<file path="src/rtl/bp_me_io_cmd_arbiter_pkg.sv">
// Shared types and helpers for the IO command arbiter: requester-ID sizing and
// the two-state command FSM encoding.
package bp_me_io_cmd_arbiter_pkg;

    // ID width for the common two-requester configuration.
    localparam int REQ_ID_WIDTH_DEFAULT = 1;

    typedef enum logic {
        e_idle,
        e_locked
    } arbState_e;

    function automatic int reqIdWidth(input int numReq);
        return (numReq > 2) ? $clog2(numReq) : 1;
    endfunction

endpackage

</file>
<file path="src/rtl/bp_me_io_id_fifo.sv">
// Small 1r1w FIFO holding requester IDs of outstanding commands.
// Push and pop may happen together at any occupancy, including full.
module bp_me_io_id_fifo #(
    parameter int width_p = 1,
    parameter int els_p   = 2
) (
    input  logic               clk_i,
    input  logic               reset_n_i,
    input  logic [width_p-1:0] data_i,
    input  logic               v_i,
    input  logic               yumi_i,
    output logic [width_p-1:0] data_o,
    output logic               v_o
);

    localparam int PTR_W = (els_p > 1) ? $clog2(els_p) : 1;
    localparam int CNT_W = $clog2(els_p + 1);

    logic [width_p-1:0] r_mem [els_p];
    logic [PTR_W-1:0]   r_wrPtr;
    logic [PTR_W-1:0]   r_rdPtr;
    logic [CNT_W-1:0]   r_count;
    logic               w_push;
    logic               w_pop;
    logic               w_full;

    function automatic logic [PTR_W-1:0] nextPtr(input logic [PTR_W-1:0] p);
        return (p == PTR_W'(els_p - 1)) ? '0 : p + 1'b1;
    endfunction

    assign v_o    = (r_count != '0);
    assign w_full = (r_count == CNT_W'(els_p));
    assign w_pop  = yumi_i & v_o;
    // A pop in the same cycle frees the slot a push into a full FIFO needs.
    assign w_push = v_i & (~w_full | w_pop);
    assign data_o = r_mem[r_rdPtr];

    always_ff @(posedge clk_i or negedge reset_n_i) begin
        if (!reset_n_i) begin
            r_wrPtr <= '0;
            r_rdPtr <= '0;
            r_count <= '0;
        end else begin
            if (w_push) r_wrPtr <= nextPtr(r_wrPtr);
            if (w_pop)  r_rdPtr <= nextPtr(r_rdPtr);
            unique case ({w_push, w_pop})
                2'b10:   r_count <= r_count + 1'b1;
                2'b01:   r_count <= r_count - 1'b1;
                default: r_count <= r_count;
            endcase
        end
    end

    always_ff @(posedge clk_i) begin
        if (w_push) r_mem[r_wrPtr] <= data_i;
    end

endmodule

</file>
<file path="src/rtl/bp_me_io_cmd_arbiter.sv">
// Round-robin arbiter sharing one single-beat IO command/response channel among
// several requesters, with a global credit limit and in-order response routing.
module bp_me_io_cmd_arbiter
    import bp_me_io_cmd_arbiter_pkg::*;
#(
    parameter int num_req_p           = 2,
    parameter int max_credits_p       = 8,
    parameter int io_data_width_p     = 64,
    parameter int mem_header_width_lp = 64
) (
    input  logic                                     clk_i,
    input  logic                                     reset_n_i,
    input  logic [num_req_p*mem_header_width_lp-1:0] req_header_i,
    input  logic [num_req_p*io_data_width_p-1:0]     req_data_i,
    input  logic [num_req_p-1:0]                     req_v_i,
    output logic [num_req_p-1:0]                     req_yumi_o,
    output logic [mem_header_width_lp-1:0]           resp_header_o,
    output logic [io_data_width_p-1:0]               resp_data_o,
    output logic [num_req_p-1:0]                     resp_v_o,
    input  logic [num_req_p-1:0]                     resp_ready_and_i,
    output logic [mem_header_width_lp-1:0]           io_cmd_header_o,
    output logic [io_data_width_p-1:0]               io_cmd_data_o,
    output logic                                     io_cmd_v_o,
    input  logic                                     io_cmd_yumi_i,
    output logic                                     io_cmd_last_o,
    input  logic [mem_header_width_lp-1:0]           io_resp_header_i,
    input  logic [io_data_width_p-1:0]               io_resp_data_i,
    input  logic                                     io_resp_v_i,
    output logic                                     io_resp_ready_and_o,
    output logic                                     credits_empty_o,
    output logic                                     error_o
);

    localparam int ID_W   = reqIdWidth(num_req_p);
    localparam int CRED_W = $clog2(max_credits_p + 1);

    arbState_e             r_state;
    logic [ID_W-1:0]       r_grant;
    logic [ID_W-1:0]       r_rrPtr;
    logic [CRED_W-1:0]     r_credits;
    logic                  r_error;

    logic                  w_creditAvail;
    logic [2*num_req_p-1:0] w_rot;
    logic                  w_pickValid;
    logic [ID_W-1:0]       w_pick;
    logic [ID_W:0]         w_sum;
    logic                  w_cmdFire;
    logic                  w_respFire;
    logic [ID_W-1:0]       w_head;
    logic                  w_fifoV;

    logic [mem_header_width_lp-1:0] w_hdrArr [num_req_p];
    logic [io_data_width_p-1:0]     w_datArr [num_req_p];

    for (genvar g = 0; g < num_req_p; g++) begin : g_unpack
        assign w_hdrArr[g] = req_header_i[g*mem_header_width_lp +: mem_header_width_lp];
        assign w_datArr[g] = req_data_i[g*io_data_width_p +: io_data_width_p];
    end

    assign w_creditAvail = (r_credits < CRED_W'(max_credits_p));

    // Rotate valids so bit 0 is the RR pointer, then take the first set bit.
    always_comb begin
        w_rot       = {req_v_i, req_v_i} >> r_rrPtr;
        w_pickValid = 1'b0;
        w_pick      = '0;
        w_sum       = '0;
        for (int k = 0; k < num_req_p; k++) begin
            if (!w_pickValid && w_rot[k]) begin
                w_pickValid = 1'b1;
                w_sum       = {1'b0, r_rrPtr} + (ID_W+1)'(k);
                if (w_sum >= (ID_W+1)'(num_req_p)) w_sum = w_sum - (ID_W+1)'(num_req_p);
                w_pick      = w_sum[ID_W-1:0];
            end
        end
    end

    assign io_cmd_v_o      = (r_state == e_locked) & req_v_i[r_grant] & w_creditAvail;
    assign io_cmd_last_o   = io_cmd_v_o;
    assign io_cmd_header_o = w_hdrArr[r_grant];
    assign io_cmd_data_o   = w_datArr[r_grant];
    assign w_cmdFire       = io_cmd_v_o & io_cmd_yumi_i;

    always_comb begin
        req_yumi_o = '0;
        if (w_cmdFire) req_yumi_o[r_grant] = 1'b1;
    end

    always_ff @(posedge clk_i or negedge reset_n_i) begin
        if (!reset_n_i) begin
            r_state <= e_idle;
            r_grant <= '0;
            r_rrPtr <= '0;
        end else begin
            unique case (r_state)
                e_idle: begin
                    if (w_pickValid && w_creditAvail) begin
                        r_grant <= w_pick;
                        r_state <= e_locked;
                    end
                end
                e_locked: begin
                    if (w_cmdFire) begin
                        r_rrPtr <= (r_grant == ID_W'(num_req_p - 1)) ? '0 : r_grant + 1'b1;
                        r_state <= e_idle;
                    end
                end
                default: r_state <= e_idle;
            endcase
        end
    end

    bp_me_io_id_fifo #(
        .width_p (ID_W),
        .els_p   (max_credits_p)
    ) idFifo (
        .clk_i     (clk_i),
        .reset_n_i (reset_n_i),
        .data_i    (r_grant),
        .v_i       (w_cmdFire),
        .yumi_i    (w_respFire),
        .data_o    (w_head),
        .v_o       (w_fifoV)
    );

    // Responses with no owner are drained rather than allowed to block the port.
    assign io_resp_ready_and_o = w_fifoV ? resp_ready_and_i[w_head] : 1'b1;
    assign w_respFire          = io_resp_v_i & io_resp_ready_and_o & w_fifoV;
    assign resp_header_o       = io_resp_header_i;
    assign resp_data_o         = io_resp_data_i;

    always_comb begin
        resp_v_o = '0;
        if (io_resp_v_i && w_fifoV) resp_v_o[w_head] = 1'b1;
    end

    always_ff @(posedge clk_i or negedge reset_n_i) begin
        if (!reset_n_i) begin
            r_credits <= '0;
            r_error   <= 1'b0;
        end else begin
            unique case ({w_cmdFire, w_respFire})
                2'b10:   r_credits <= r_credits + 1'b1;
                2'b01:   r_credits <= r_credits - 1'b1;
                default: r_credits <= r_credits;
            endcase
            if (io_resp_v_i && !w_fifoV) r_error <= 1'b1;
        end
    end

    assign credits_empty_o = (r_credits == '0);
    assign error_o         = r_error;

`ifndef SYNTHESIS
    a_yumiOneHot: assert property (@(posedge clk_i) disable iff (!reset_n_i)
        io_cmd_yumi_i |-> $onehot(req_yumi_o));
    a_cmdVHeld: assert property (@(posedge clk_i) disable iff (!reset_n_i)
        (io_cmd_v_o && !io_cmd_yumi_i) |=> io_cmd_v_o);
`endif

endmodule

</file>
<file path="config.mk">
export PLATFORM = sky130hd
export DESIGN_NAME = bp_me_io_cmd_arbiter
export DESIGN_NICKNAME = d
export VERILOG_FILES = /design/src/rtl/bp_me_io_cmd_arbiter_pkg.sv /design/src/rtl/bp_me_io_id_fifo.sv /design/src/rtl/bp_me_io_cmd_arbiter.sv
export SDC_FILE = /design/constraint.sdc
export NUM_CORES = 1
export LEC_CHECK = 0
export ABC_CLOCK_PERIOD_IN_PS = 8300
export CORE_AREA = 2 2 257 259
export DETAILED_ROUTE_END_ITERATION = 12
export DIE_AREA = 0 0 259 261
export GPL_TIMING_DRIVEN = 0
export PLACE_DENSITY_LB_ADDON = 0.2
export SYNTH_ARGS = -nofsm -noshare
export SYNTH_HDL_FRONTEND = slang
export SYNTH_SLANG_ARGS = --single-unit
</file>
<file path="constraint.sdc">
create_clock -name clk_i -period 8.3 [get_ports clk_i]
set_clock_uncertainty 0.1 [all_clocks]
set_input_delay 1.66 -clock clk_i [delete_from_list [all_inputs] [get_ports clk_i]]
set_output_delay 1.66 -clock clk_i [all_outputs]
set_load 0.02 [all_outputs]
</file>
==> qor.txt <==
top-level I/O count: 657
synthesized net count: 800
initial core utilization: 0.0610
slowest stage cell on the critical path: sky130_fd_sc_hd__clkdlybuf4s50_1
post-synthesis cell type with the largest combined area: sky130_fd_sc_hd__mux2_2
CP Max Fanout: 6
number of distinct library cells after synthesis: 37
Slew Limit Headroom: 0.348
maximum clock path buffer count: 2
post-detailed-route DRC marker count: 0
antenna viol nets, final: 0
launching element type of the critical path: primary input
Std-Cell Rows: 94
crit path kind: in2out
clock tree root driver cell: sky130_fd_sc_hd__clkbuf_16
area of the die: 0.0676 mm2
post-placement worst setup slack: 2640 ps
IO Port Bufs: 528
final weighted congestion in routability-driven placement: 0.728
proportion of layout cells with a drive suffix above 1: 0.299
count of pins over their slew limit: 0
WL final: 30000 um
switching power share of the total: 0.449
Critical Path, Cell by Cell: clkdlybuf4s50_1 -> mux2i_1 -> nor2_1 -> inv_1 -> nor2_1 -> clkdlybuf4s50_1
number of warnings issued by yosys: 0
critical path data arrival time: 3870 ps
area of the core region: 0.0650 mm2
Initial DRT Pass Iterations: 4
required time at the endpoint of the critical path: 6540 ps
number of gates resized after cts: 0
nature of the critical path endpoint: output port
leakage power total: 3.93 nW
sum of negative setup slack: 0 ps
clock latency reported for the late side of the worst-skew pair: 260 ps
gr ovfl total: 0
synthesized area per cell: 9.99 um2
top cells by area in the synthesized netlist: sky130_fd_sc_hd__mux2_2, sky130_fd_sc_hd__buf_4, sky130_fd_sc_hd__dfrtp_1
reported net switching power: 1.01 mW
instance count of the mapped netlist: 397
# placed instances: 1790
Pint: 1.23 mW
share of the synthesized area in the top cell type: 0.375
Yosys reg bits: 26
Total Power Consumption: 2.24 mW
Area growth, synth to finish: 163%
share of the cycle needed by the critical path after routing: 0.679
clock sink total: 26
via total after detailed routing: 4852
hold slack: 383 ps
Post-Synthesis Cell Area: 0.00397 mm2
CTS Hold Bufs: 0
sequential fraction of the synthesis area: 0.174
Combinational Power Share: 0.825
final number of hold-violating endpoints: 0
Diodes inserted: 0
Seq pwr share: 0.112
final net count: 1334
maximum number of pins on one net before global-route repair: 19
clock period minus final worst setup slack: 5630 ps
Global Route Usage Sum: 0.0812
delay of the slowest cell on the worst path: 650 ps
setup slack after layout: 2670 ps
portion of total power attributed to the clock network: 0.064
FMAX: 178 MHz
Cell Count, Final, Fillers Out: 1794
worst slew pin tran: 978 ps
status: complete, no violations
number of antenna violations at the first check in global routing: 0
TritonCTS clock tree: yes
initial detailed-routing violation count: 93
detailed placer's ending HPWL: 27600 um
Layout fillers: 7243
via density per instance: 2.70
unrepaired setup endpoints after global routing: no
die outline width: 259 um
Clock Pin Slew Worst Setup and Hold Paths: 70 ps
buffers inserted during post-CTS setup optimization: 0
average wire length per cell after detail routing: 16.7 um
Die Height: 261 um
global-route wire length before repair: 39500 um
vias in the first global route: 5254
reported max-cap violation count: 0
power per standard cell area: 214 mW/mm2
CTS buffer count: 3
Peak VDD IR: 0.0864 mV
type of the tightest min-delay check: reg2reg
setup violators final: 0
number of levels the H-tree was split into: 1
-- layer usage --
metal  wire length [um]  vias to the layer above  global-route usage
met4                 63                        0             0.00530
met3               3470                        4              0.0401
met1              11500                     2254              0.0942
met5                  0                        -                   0
met2              14900                      276               0.140
li1                   -                     2318                   -
-- critical path: cells and delay by family --
kind	cells	cell delay (ps)
buf+inv	3	1410
mux	1	170
simple gates	2	620
-- placed cells by master (no fill, tap or decap), types with 2 or more instances in the layout --
| master | instances |
|---|---|
| sky130_fd_sc_hd__clkdlybuf4s50_1 | 528 |
| sky130_fd_sc_hd__mux2_2 | 132 |
| sky130_fd_sc_hd__buf_4 | 129 |
| sky130_fd_sc_hd__dfrtp_1 | 18 |
| sky130_fd_sc_hd__clkbuf_1 | 15 |
| sky130_fd_sc_hd__nor2_1 | 11 |
| sky130_fd_sc_hd__nand2_1 | 10 |
| sky130_fd_sc_hd__mux2i_1 | 9 |
| sky130_fd_sc_hd__ha_1 | 9 |
| sky130_fd_sc_hd__edfxtp_1 | 8 |
| sky130_fd_sc_hd__inv_1 | 7 |
| sky130_fd_sc_hd__xnor2_1 | 6 |
| sky130_fd_sc_hd__nor3_1 | 5 |
| sky130_fd_sc_hd__o211ai_1 | 3 |
| sky130_fd_sc_hd__mux2_4 | 3 |
| sky130_fd_sc_hd__a21oi_1 | 3 |
| sky130_fd_sc_hd__a21o_1 | 3 |
| sky130_fd_sc_hd__clkbuf_16 | 3 |
| sky130_fd_sc_hd__nand2b_1 | 2 |
| sky130_fd_sc_hd__nor4_1 | 2 |
| sky130_fd_sc_hd__o31ai_1 | 2 |
| sky130_fd_sc_hd__xor2_1 | 2 |
| sky130_fd_sc_hd__fa_1 | 2 |
-- state kept, by name, summed over array words and instances, names as in the netlist --
signal,flops
idFifo.r_count,4
idFifo.r_mem,8
error_o,1
r_rrPtr,1
idFifo.r_rdPtr,3
r_grant,1
idFifo.r_wrPtr,3
r_state,1
r_credits,4
-- cells by family after synthesis --
logic type      share of synthesized area
buf+inv                             0.268
mux                                 0.420
simple gates                       0.0511
flops                               0.174
compound gates                     0.0309
fa+ha+maj                          0.0385
xor+xnor                           0.0177
-- stage by stage --
stage	util	cell area, um2
2_1_floorplan	-	3970
3_3_place_gp	0.159	10300
3_5_place_dp	0.159	10300
4_1_cts	0.161	10500
5_1_grt	0.161	10500
6_report	0.161	10500
-- synth_stat cells --
master                     instances
sky130_fd_sc_hd__mux2_2          132
sky130_fd_sc_hd__buf_4           129
sky130_fd_sc_hd__dfrtp_1          18
sky130_fd_sc_hd__clkbuf_1         15
sky130_fd_sc_hd__nor2_1           11
sky130_fd_sc_hd__nand2_1          10
sky130_fd_sc_hd__ha_1              9
sky130_fd_sc_hd__mux2i_1           9
sky130_fd_sc_hd__edfxtp_1          8
sky130_fd_sc_hd__inv_1             7
sky130_fd_sc_hd__xnor2_1           6
sky130_fd_sc_hd__nor3_1            5
sky130_fd_sc_hd__a21o_1            3
sky130_fd_sc_hd__a21oi_1           3
sky130_fd_sc_hd__mux2_4            3
sky130_fd_sc_hd__o211ai_1          3
sky130_fd_sc_hd__fa_1              2
sky130_fd_sc_hd__nand2b_1          2
sky130_fd_sc_hd__nor4_1            2
sky130_fd_sc_hd__o31ai_1           2
sky130_fd_sc_hd__xor2_1            2
sky130_fd_sc_hd__a31o_2            1
sky130_fd_sc_hd__a31oi_1           1
sky130_fd_sc_hd__and2_1            1
sky130_fd_sc_hd__and2_2            1
sky130_fd_sc_hd__and2b_1           1
sky130_fd_sc_hd__and4_2            1
sky130_fd_sc_hd__and4b_2           1
sky130_fd_sc_hd__buf_6             1
sky130_fd_sc_hd__mux2i_4           1
sky130_fd_sc_hd__mux4_2            1
sky130_fd_sc_hd__nand3b_1          1
sky130_fd_sc_hd__nor3_4            1
sky130_fd_sc_hd__nor3b_1           1
sky130_fd_sc_hd__o21ai_0           1
sky130_fd_sc_hd__o21ai_4           1
sky130_fd_sc_hd__o41a_1            1
-- final cells by class --
cell class                 instances  area (um2)  share of cell area
clock inverter                     1        30.0             0.00287
multi-input combinational        219        2210               0.212
tap                              864        1080               0.103
timing repair buffer             529        5300               0.507
buffer                           145        1040              0.0991
clock buffer                       3        75.1             0.00718
inverter                           7        26.3             0.00251
sequential                        26         691              0.0661
-- worst paths after layout --
path                       startpoint                end  slack [ps]  cells past startpoint
max in group asynchronous   reset_n_i  idFifo.r_count[2]        5720                      1
setup reg to reg              r_grant  idFifo.r_count[3]        4960                     11
hold reg to reg               error_o            error_o         380                      1
hold / removal                error_o            error_o         380                      1
min in group asynchronous   reset_n_i            r_rrPtr        1810                      1
setup / recovery           req_v_i[1]      req_yumi_o[0]        2670                      6
-- power by group through the flow --
stage	Combinational [mW]	Clock (mW)	Sequential [mW]
6_report	1.85	0.142	0.250
3_3_place_gp	1.91	0	0.254
3_5_place_dp	1.90	0	0.254
5_1_grt	2.00	0.152	0.260
4_1_cts	1.91	0.148	0.252
2_1_floorplan	1.02	0	0.235
No activity file was read; power rests on OpenSTA's default activity.
